<file path="src/rtl/sha_round_ctrl.sv">
// sha_round_ctrl
// Round sequencer for the SHA-256 compression core. It drives a 7-bit
// loadable round counter (load, load data, enable) and reads its value back
// to issue round indices. A job runs 1..3 compression blocks. One result is
// then handed to the downstream compare logic with a done/ack handshake.
//
// Ports:
//   clk, rst_n          clock, asynchronous active-low reset
//   start, nblocks      job request (sampled in IDLE) and block count 1..3
//   abort               synchronous abort back to IDLE
//   ctr_value           round counter read-back
//   ctr_ld, ctr_ld_data counter load strobe and value (always 0)
//   ctr_en              counter increment enable
//   round_valid         round_idx is valid this cycle
//   round_idx           current round index (ctr_value[5:0])
//   block_idx           current block, 0-based
//   blk_init, blk_final per-block chaining-value load / accumulate pulses
//   busy                high in every state except IDLE
//   done, ack           result valid (held) / downstream accept
//   err                 sticky protocol error, cleared on next accepted start
module sha_round_ctrl #(
    parameter int unsigned ROUNDS = 64
) (
    input  logic       clk,
    input  logic       rst_n,
    input  logic       start,
    input  logic [1:0] nblocks,
    input  logic       abort,
    input  logic [6:0] ctr_value,
    output logic       ctr_ld,
    output logic [6:0] ctr_ld_data,
    output logic       ctr_en,
    output logic       round_valid,
    output logic [5:0] round_idx,
    output logic [1:0] block_idx,
    output logic       blk_init,
    output logic       blk_final,
    output logic       busy,
    output logic       done,
    input  logic       ack,
    output logic       err
);

    localparam logic [6:0] LAST_ROUND = 7'(ROUNDS - 1);
    localparam logic [6:0] NUM_ROUNDS = 7'(ROUNDS);

    typedef enum logic [2:0] {
        S_IDLE,
        S_LOAD,
        S_ROUND,
        S_FINAL,
        S_DONE
    } state_t;

    state_t     state_q, state_d;
    logic [1:0] block_idx_q, block_idx_d;
    logic [1:0] nblocks_q, nblocks_d;
    logic       err_q, err_d;

    always_ff @(posedge clk or negedge rst_n) begin
        if (!rst_n) begin
            state_q     <= S_IDLE;
            block_idx_q <= '0;
            nblocks_q   <= '0;
            err_q       <= 1'b0;
        end else begin
            state_q     <= state_d;
            block_idx_q <= block_idx_d;
            nblocks_q   <= nblocks_d;
            err_q       <= err_d;
        end
    end

    always_comb begin
        state_d     = state_q;
        block_idx_d = block_idx_q;
        nblocks_d   = nblocks_q;
        err_d       = err_q;
        ctr_ld      = 1'b0;
        ctr_en      = 1'b0;
        round_valid = 1'b0;
        round_idx   = '0;
        blk_init    = 1'b0;
        blk_final   = 1'b0;
        done        = 1'b0;

        if (abort) begin
            // Abort wins over everything: strobes and done stay low this cycle.
            state_d     = S_IDLE;
            block_idx_d = '0;
        end else begin
            unique case (state_q)
                S_IDLE: begin
                    if (start && (nblocks != 2'd0)) begin
                        state_d     = S_LOAD;
                        block_idx_d = '0;
                        nblocks_d   = nblocks;
                        err_d       = 1'b0;
                    end
                end
                S_LOAD: begin
                    ctr_ld   = 1'b1;
                    blk_init = 1'b1;
                    state_d  = S_ROUND;
                end
                S_ROUND: begin
                    if (ctr_value >= NUM_ROUNDS) begin
                        // Counter out of range: abandon the block without blk_final.
                        err_d   = 1'b1;
                        state_d = S_DONE;
                    end else begin
                        round_valid = 1'b1;
                        round_idx   = ctr_value[5:0];
                        if (ctr_value == LAST_ROUND) begin
                            state_d = S_FINAL;
                        end else begin
                            ctr_en = 1'b1;
                        end
                    end
                end
                S_FINAL: begin
                    blk_final = 1'b1;
                    if (block_idx_q == nblocks_q - 2'd1) begin
                        state_d = S_DONE;
                    end else begin
                        block_idx_d = block_idx_q + 2'd1;
                        state_d     = S_LOAD;
                    end
                end
                S_DONE: begin
                    done = 1'b1;
                    if (ack) begin
                        state_d = S_IDLE;
                    end
                end
                default: begin
                    state_d = S_IDLE;
                end
            endcase
        end
    end

    assign ctr_ld_data = '0;
    assign block_idx   = block_idx_q;
    assign busy        = (state_q != S_IDLE);
    assign err         = err_q;

endmodule

</file>
<file path="config.mk">
export PLATFORM = sky130hd
export DESIGN_NAME = sha_round_ctrl
export DESIGN_NICKNAME = d
export VERILOG_FILES = /design/src/rtl/sha_round_ctrl.sv
export SDC_FILE = /design/constraint.sdc
export NUM_CORES = 1
export LEC_CHECK = 0
export ABC_AREA = 1
export BUFFER_PORTS_ARGS = -buffer_cell sky130_fd_sc_hd__buf_2
export CORE_AREA = 3 3 44 46
export CTS_CLUSTER_DIAMETER = 120
export DETAILED_ROUTE_END_ITERATION = 8
export DIE_AREA = 0 0 47 49
export PLACE_DENSITY = 0.74
export SETUP_SLACK_MARGIN = 0.15
export SKIP_LAST_GASP = 1
export SLEW_MARGIN = 20
export SYNTH_ARGS = -nofsm -noshare
export SYNTH_HDL_FRONTEND = slang
export SYNTH_SLANG_ARGS = --single-unit
</file>
<file path="constraint.sdc">
create_clock -name clk -period 1.2 [get_ports clk]
set_input_delay 0.06 -clock clk [delete_from_list [all_inputs] [get_ports clk]]
set_output_delay 0.06 -clock clk [all_outputs]
set_load 0.05 [all_outputs]
</file>
==> impl_results.md, run 1 <==
- Worst skew pair latency: 270 ps
- Worst Hold Class: in2reg
- Max-cap violations: 0
- # placed instances: 154
- CP required: 1140 ps
- Crit. End Element: output pin
- Initial DRT Pass Iterations: 4
- Post-Syn Area: approximately 660 sq um
- ANT cells: 0
- Routed WL: ~2500 microns
- Die H: just under 50 microns
- Global-route wire length before repair: about 3300 microns
- IR Drop Worst-Case VDD: 0.00112 V
- Worst setup SP type: flop
- Setup Viol. Count Final: 20
- Fin crit period: roughly 1500 ps
- Post-synth EDFFs: 0
- Netlist cell types: 24
- Crit path DAT: 1420 ps
- Dominant cells by area after synthesis: dfrtp_1 (30%), nand2_1 (12%), buf_4 (9.1%)
- H-tree Lvls: 1
- Crit path max fanout: 6
- Fmax: 0.676 GHz
- Hpwl dp: approximately 1500 microns
- Final ANT Viol Nets: 0
- Max Transition Viols Final: 0
- Area share of the largest cell type after synthesis: 30.2%
- Remaining global-route overflow: 0
- Full die area: ~0.0023 sq mm
- CTS tree: done
- Pleak: 0.628 nW
- Gp weighted congestion: 0.917
- WL met1: 923 microns
- Cell count after synthesis: 103
- Power Total: around 0.0018 W
- Final Cycle Share: 123%
- RSZ-0062 raised after global routing: yes
- Finished Layout Cells: 170
- CTS buffer count: 3
- PnR worst setup slack: -279 ps
- Initial antenna violation count: 0
- Iteration-0 DRC Markers: 30
- Vias in the first global route: ~760
- I/O Pins: 37
- Initial Utilization: a little over two fifths
- Avg Cell Area, Syn: 6.44 sq um
- Met2 routed WL: 1370 microns
- Post-synth ARST share: 100%
- Final net count: 169
- DR WL met3: 148 microns
- Num Clock Sinks: 8
- PwrDens: between 1000 and 1500 mW/mm^2
- Main synth FF type: dfrtp_1
- Number of port buffers: 29
- Synth Warn #: 0
- Total Routing Usage GR: 19.6%
- Via density: 4.92
- DR WL/cell: 14.5 microns
- Clk_skew: between 2 and 3 ps
- Most repeated cell in the gate-level netlist after synthesis: nand2_1
- Max Used Layer: met4
- Area growth from synthesis to layout: 91.5%
- Root Buffer: clkbuf_4
- DRC viols: 0
- Largest net degree at the start of global routing: 11
- Setup TNS: -3620 ps
- Clk pin slew, worst setup/hold paths: 60 ps
- Synth Register Bits: 8
- Synth cell count leaders: nand2_1 (22), inv_1 (15), nor2_1 (14)
- Status: complete, but fails checks
- Core ar.: 0.00154 sq mm
- Largest area contributor in the netlist: dfrtp_1
- Critical path type: reg2out
- Failing checks: negative setup slack
- Die X: 47 microns
- Vias: 836
- CTS max path bufs: 2
- Site Rows: 14
- Final count of hold timing violations: 0
- Layout cells sized above 1: around 60%
- Seq/Total Area, Yosys: 30.2%
[metal layers]
metal	GRT usage, %	up-vias
li1	-	404
met1	22.8	396
met2	31.9	34
met3	4.80	2
met4	9.68	0
met5	0	-
[layout make-up]
class / instances / area, sq um
inverter: 20 / 97.6
timing repair buffer: 50 / 433
tap: 16 / 20.0
sequential: 8 / 204
fill: 77 / 272
clock buffer: 4 / 26.3
multi-input combinational: 72 / 489
[worst max-delay path, cell delays in order, from the launching register on]
cell	delay [ps]
dfrtp_1	400
inv_2	100
nand4_4	90
nor2_4	180
inv_6	100
nor2_4	120
buf_8	150
[final timing paths]
check                                       start                  endpoint  slack [ps]  cells after the start
setup reg to reg           state_q[1]$_DFFE_PN0P_    state_q[1]$_DFFE_PN0P_        -180                      7
min in group asynchronous                   rst_n  block_idx[0]$_DFFE_PN0P_         180                      2
hold / removal                         nblocks[0]  nblocks_q[0]$_DFFE_PN0P_          30                      3
max in group asynchronous                   rst_n    state_q[1]$_DFFE_PN0P_         840                      2
setup / recovery           state_q[2]$_DFFE_PN0P_              round_idx[2]        -280                      6
hold reg to reg                   err$_DFFE_PN0P_           err$_DFFE_PN0P_         500                      2
[power breakdown]
part           internal, W  switching, W
clock network     0.000128      0.000109
logic             0.000460      0.000735
registers         0.000340     0.0000529
[through the flow]
stage / util [%] / hold slack (ps) / cell area [sq um] / setup slack, ps
after floorplan: - / -236 / 790 / -280
after global placement: 61.9 / -87.1 / 953 / -34.9
after detailed placement: 61.9 / -85.9 / 953 / -80.9
after CTS: 74.1 / 21.2 / 1140 / -215
after global routing: 82.4 / 41.2 / 1270 / -341
final: 82.4 / 28.4 / 1270 / -279
[placed cells by master (no fill, tap or decap), drive strengths merged]
master       count
nor2            17
nand2           26
clkinvlp         2
clkbuf           5
conb             7
dfrtp            8
nor4             1
nand3            9
inv             18
o22ai            1
nand4            2
o21ai            4
dlygate4sd3      1
a21oi            3
nor3             1
buf             48
xnor2            1
[flip-flops by register name (all words and copies together) (netlist names)]
signal,cells
nblocks_q,2
state_q,3
err,1
block_idx,2
[logic make-up (layout without fill, tap and decap cells)]
kind of cell	Yosys count	after routing	share of synthesized area, %
other cells	1	7	0.565
simple gates	56	56	40.6
xor+xnor	1	1	1.32
flops	8	8	30.2
compound gates	8	8	6.22
buf+inv	29	74	21.1
[what timing repair did]
action | CTS | global route
resized for setup | 32 | 20
pin swaps | 7 | 4
hold buffers | 1 | 0
buffers inserted | 5 | 6
endpoints found under the hold margin | 8 | 0
setup endpoints to repair | 21 | 22
Power figures use the tool's default switching activity.
==> inputs of run 2 (changes only) <==
- MAX_ROUTING_LAYER: not set -> met4
==> run 2 against run 1 <==
Combinational power barely moved. Clock power about the same. Register-to-register slack barely moved. Critical endpoint unchanged. Die area unchanged. Cell area unchanged. Sequential power about the same. Via count is 0.48% higher. Largest power group unchanged. The flow still finishes with violations (negative setup slack). Power is essentially flat. First-iteration DRC count decreased by 17%. Global-route usage rose by 0.50 points.
==> impl_results.md, run 2 (same netlist as run 1, synthesis figures left out) <==
- Status: complete, but fails checks
- Failing checks: negative setup slack
- Max Transition Viols Final: 0 (unchanged)
- CTS tree: done
- Setup Viol. Count Final: 20 (unchanged)
- Worst skew pair latency: 270 ps (about the same)
- Final Cycle Share: 123% (-0.33 points)
- Clk_skew: 2.76 ps (-0.157 ps)
- Final count of hold timing violations: 0 (unchanged)
- Initial DRT Pass Iterations: 4 (unchanged)
- Initial antenna violation count: 0 (unchanged)
- Final net count: 169 (unchanged)
- R2R setup slack: -180 ps (about the same)
- Number of port buffers: 29 (unchanged)
- Site Rows: 14 (unchanged)
- Critical path type: reg2out
- Remaining global-route overflow: 0 (unchanged)
- Crit. End Element: output pin
- Power Total: 0.00182 W (about the same)
- Full die area: 0.00230 sq mm (unchanged)
- CP required: 1140 ps (about the same)
- Largest register by flop count: state_q
- Die X: 47 microns (unchanged)
- I/O Pins: 37 (unchanged)
- Layout cells sized above 1: 58.4% (unchanged)
- WHS: 29.6 ps (+1.18 ps)
- Area growth from synthesis to layout: 91.5% (unchanged)
- Fmax: 0.678 GHz (+0.27%)
- Clk pin slew, worst setup/hold paths: 60 ps (about the same)
- Final core utilization: 82.4% (unchanged)
- Iteration-0 DRC Markers: 25 (-17%)
- ANT cells: 0 (unchanged)
- DRC viols: 0 (unchanged)
- Crit path DAT: 1410 ps (about the same)
- Vias: 840 (+0.48%)
- Via density: 4.94 (+0.48%)
- PwrDens: 1440 mW/mm^2 (about the same)
- DR WL/cell: 14.5 microns (-0.12%)
- IR Drop Worst-Case VDD: 0.00113 V (+0.19%)
- Max-cap violations: 0 (unchanged)
- Fin crit period: 1470 ps (-3.96 ps)
- H-tree Lvls: 1 (unchanged)
- Gp weighted congestion: 0.933 (+1.7%)
- Largest net degree at the start of global routing: 11 (unchanged)
- PnR worst setup slack: -275 ps (+3.96 ps)
- Worst setup SP type: flop
- Largest register FFs: 3 (unchanged)
- Total Routing Usage GR: 20.1% (+0.50 points)
- Most common cell after layout, fill and taps aside: buf_4
- Num Clock Sinks: 8 (unchanged)
- CTS max path bufs: 2 (unchanged)
- Initial Utilization: 43.0% (unchanged)
- Global-route wire length before repair: 3310 microns (unchanged)
- RSZ-0062 raised after global routing: yes
- Hpwl dp: 1460 microns (unchanged)
- Die H: 49 microns (unchanged)
- Vias in the first global route: 763 (unchanged)
- Routed WL: 2460 microns (-0.12%)
- Core ar.: 0.00154 sq mm (unchanged)
- Root Buffer: clkbuf_4
- Worst Hold Class: in2reg
- Final ANT Viol Nets: 0 (unchanged)
- Crit path max fanout: 6 (unchanged)
- Pleak: 0.628 nW (unchanged)
- Commonest non-fill, non-tap cells in the layout: buf_4 (17), nand2_1 (16), buf_2 (16), inv_1 (12), nor2_4 (10)
- CTS buffer count: 3 (unchanged)
==> run 2: cell counts in the layout (fill, tap and decap cells not counted) <==
Identical to the previous run, type by type.
==> run 2: path summary, 6_finish.rpt <==
| kind | from | endpoint | cells past startpoint |
|---|---|---|---|
| worst max register to register | state_q[1]$_DFFE_PN0P_ | state_q[1]$_DFFE_PN0P_ | 7 |
| worst min register to register | err$_DFFE_PN0P_ | err$_DFFE_PN0P_ | 2 |
| max in group asynchronous | rst_n | state_q[1]$_DFFE_PN0P_ | 2 |
| worst min-delay path | nblocks[0] | nblocks_q[0]$_DFFE_PN0P_ | 3 |
| min in group asynchronous | rst_n | block_idx[0]$_DFFE_PN0P_ | 2 |
| worst max-delay path | state_q[2]$_DFFE_PN0P_ | round_idx[2] | 6 |
==> run 2: stage by stage <==
stage               area [sq um]  cells  setup WS [ps]  TNS, ps
finish                      1270    170           -275    -3640
global route                1270    170           -342    -4720
CTS                         1140    164           -215    -2620
detailed placement           953    154          -80.9     -421
global placement             953    154          -34.9     -116
floorplan                    790    109           -280    -2400
==> run 2: layout make-up <==
type | instances | area, sq um
Tap cell | 16 | 20.0
Multi-Input combinational cell | 72 | 489
Sequential cell | 8 | 204
Timing Repair Buffer | 50 | 433
Clock buffer | 4 | 26.3
Inverter | 20 | 97.6
Fill cell | 77 | 272
==> run 2: what timing repair did <==
item	in CTS	in global routing
setup buffers	5	6
endpoints found under the hold margin	8	0
hold buffers	1	0
pin swaps	7	4
gates cloned	0	0
gates resized for setup	32	20
setup endpoints to repair	21	22
==> run 2: report_power, final <==
group,switching (W),internal [W],leakage (nW)
logic,0.000735,0.000460,0.514
clock network,0.000108,0.000128,0.0150
registers,0.0000531,0.000340,0.0991
==> run 2: critical path: stages (launching register included) <==
cell and delay [ps]:
dfrtp_1 400, inv_2 110, nand4_4 90, nor2_4 180, inv_6 100, nor2_4 120
buf_8 150
==> run 2: metal layers <==
metal	GRT usage (%)	share of wire, %	vias up
li1	-	-	406
met1	22.8	40	402
met2	31.9	55	30
met3	4.80	4.4	2
met4	9.68	0.85	0
met5	-	0	-
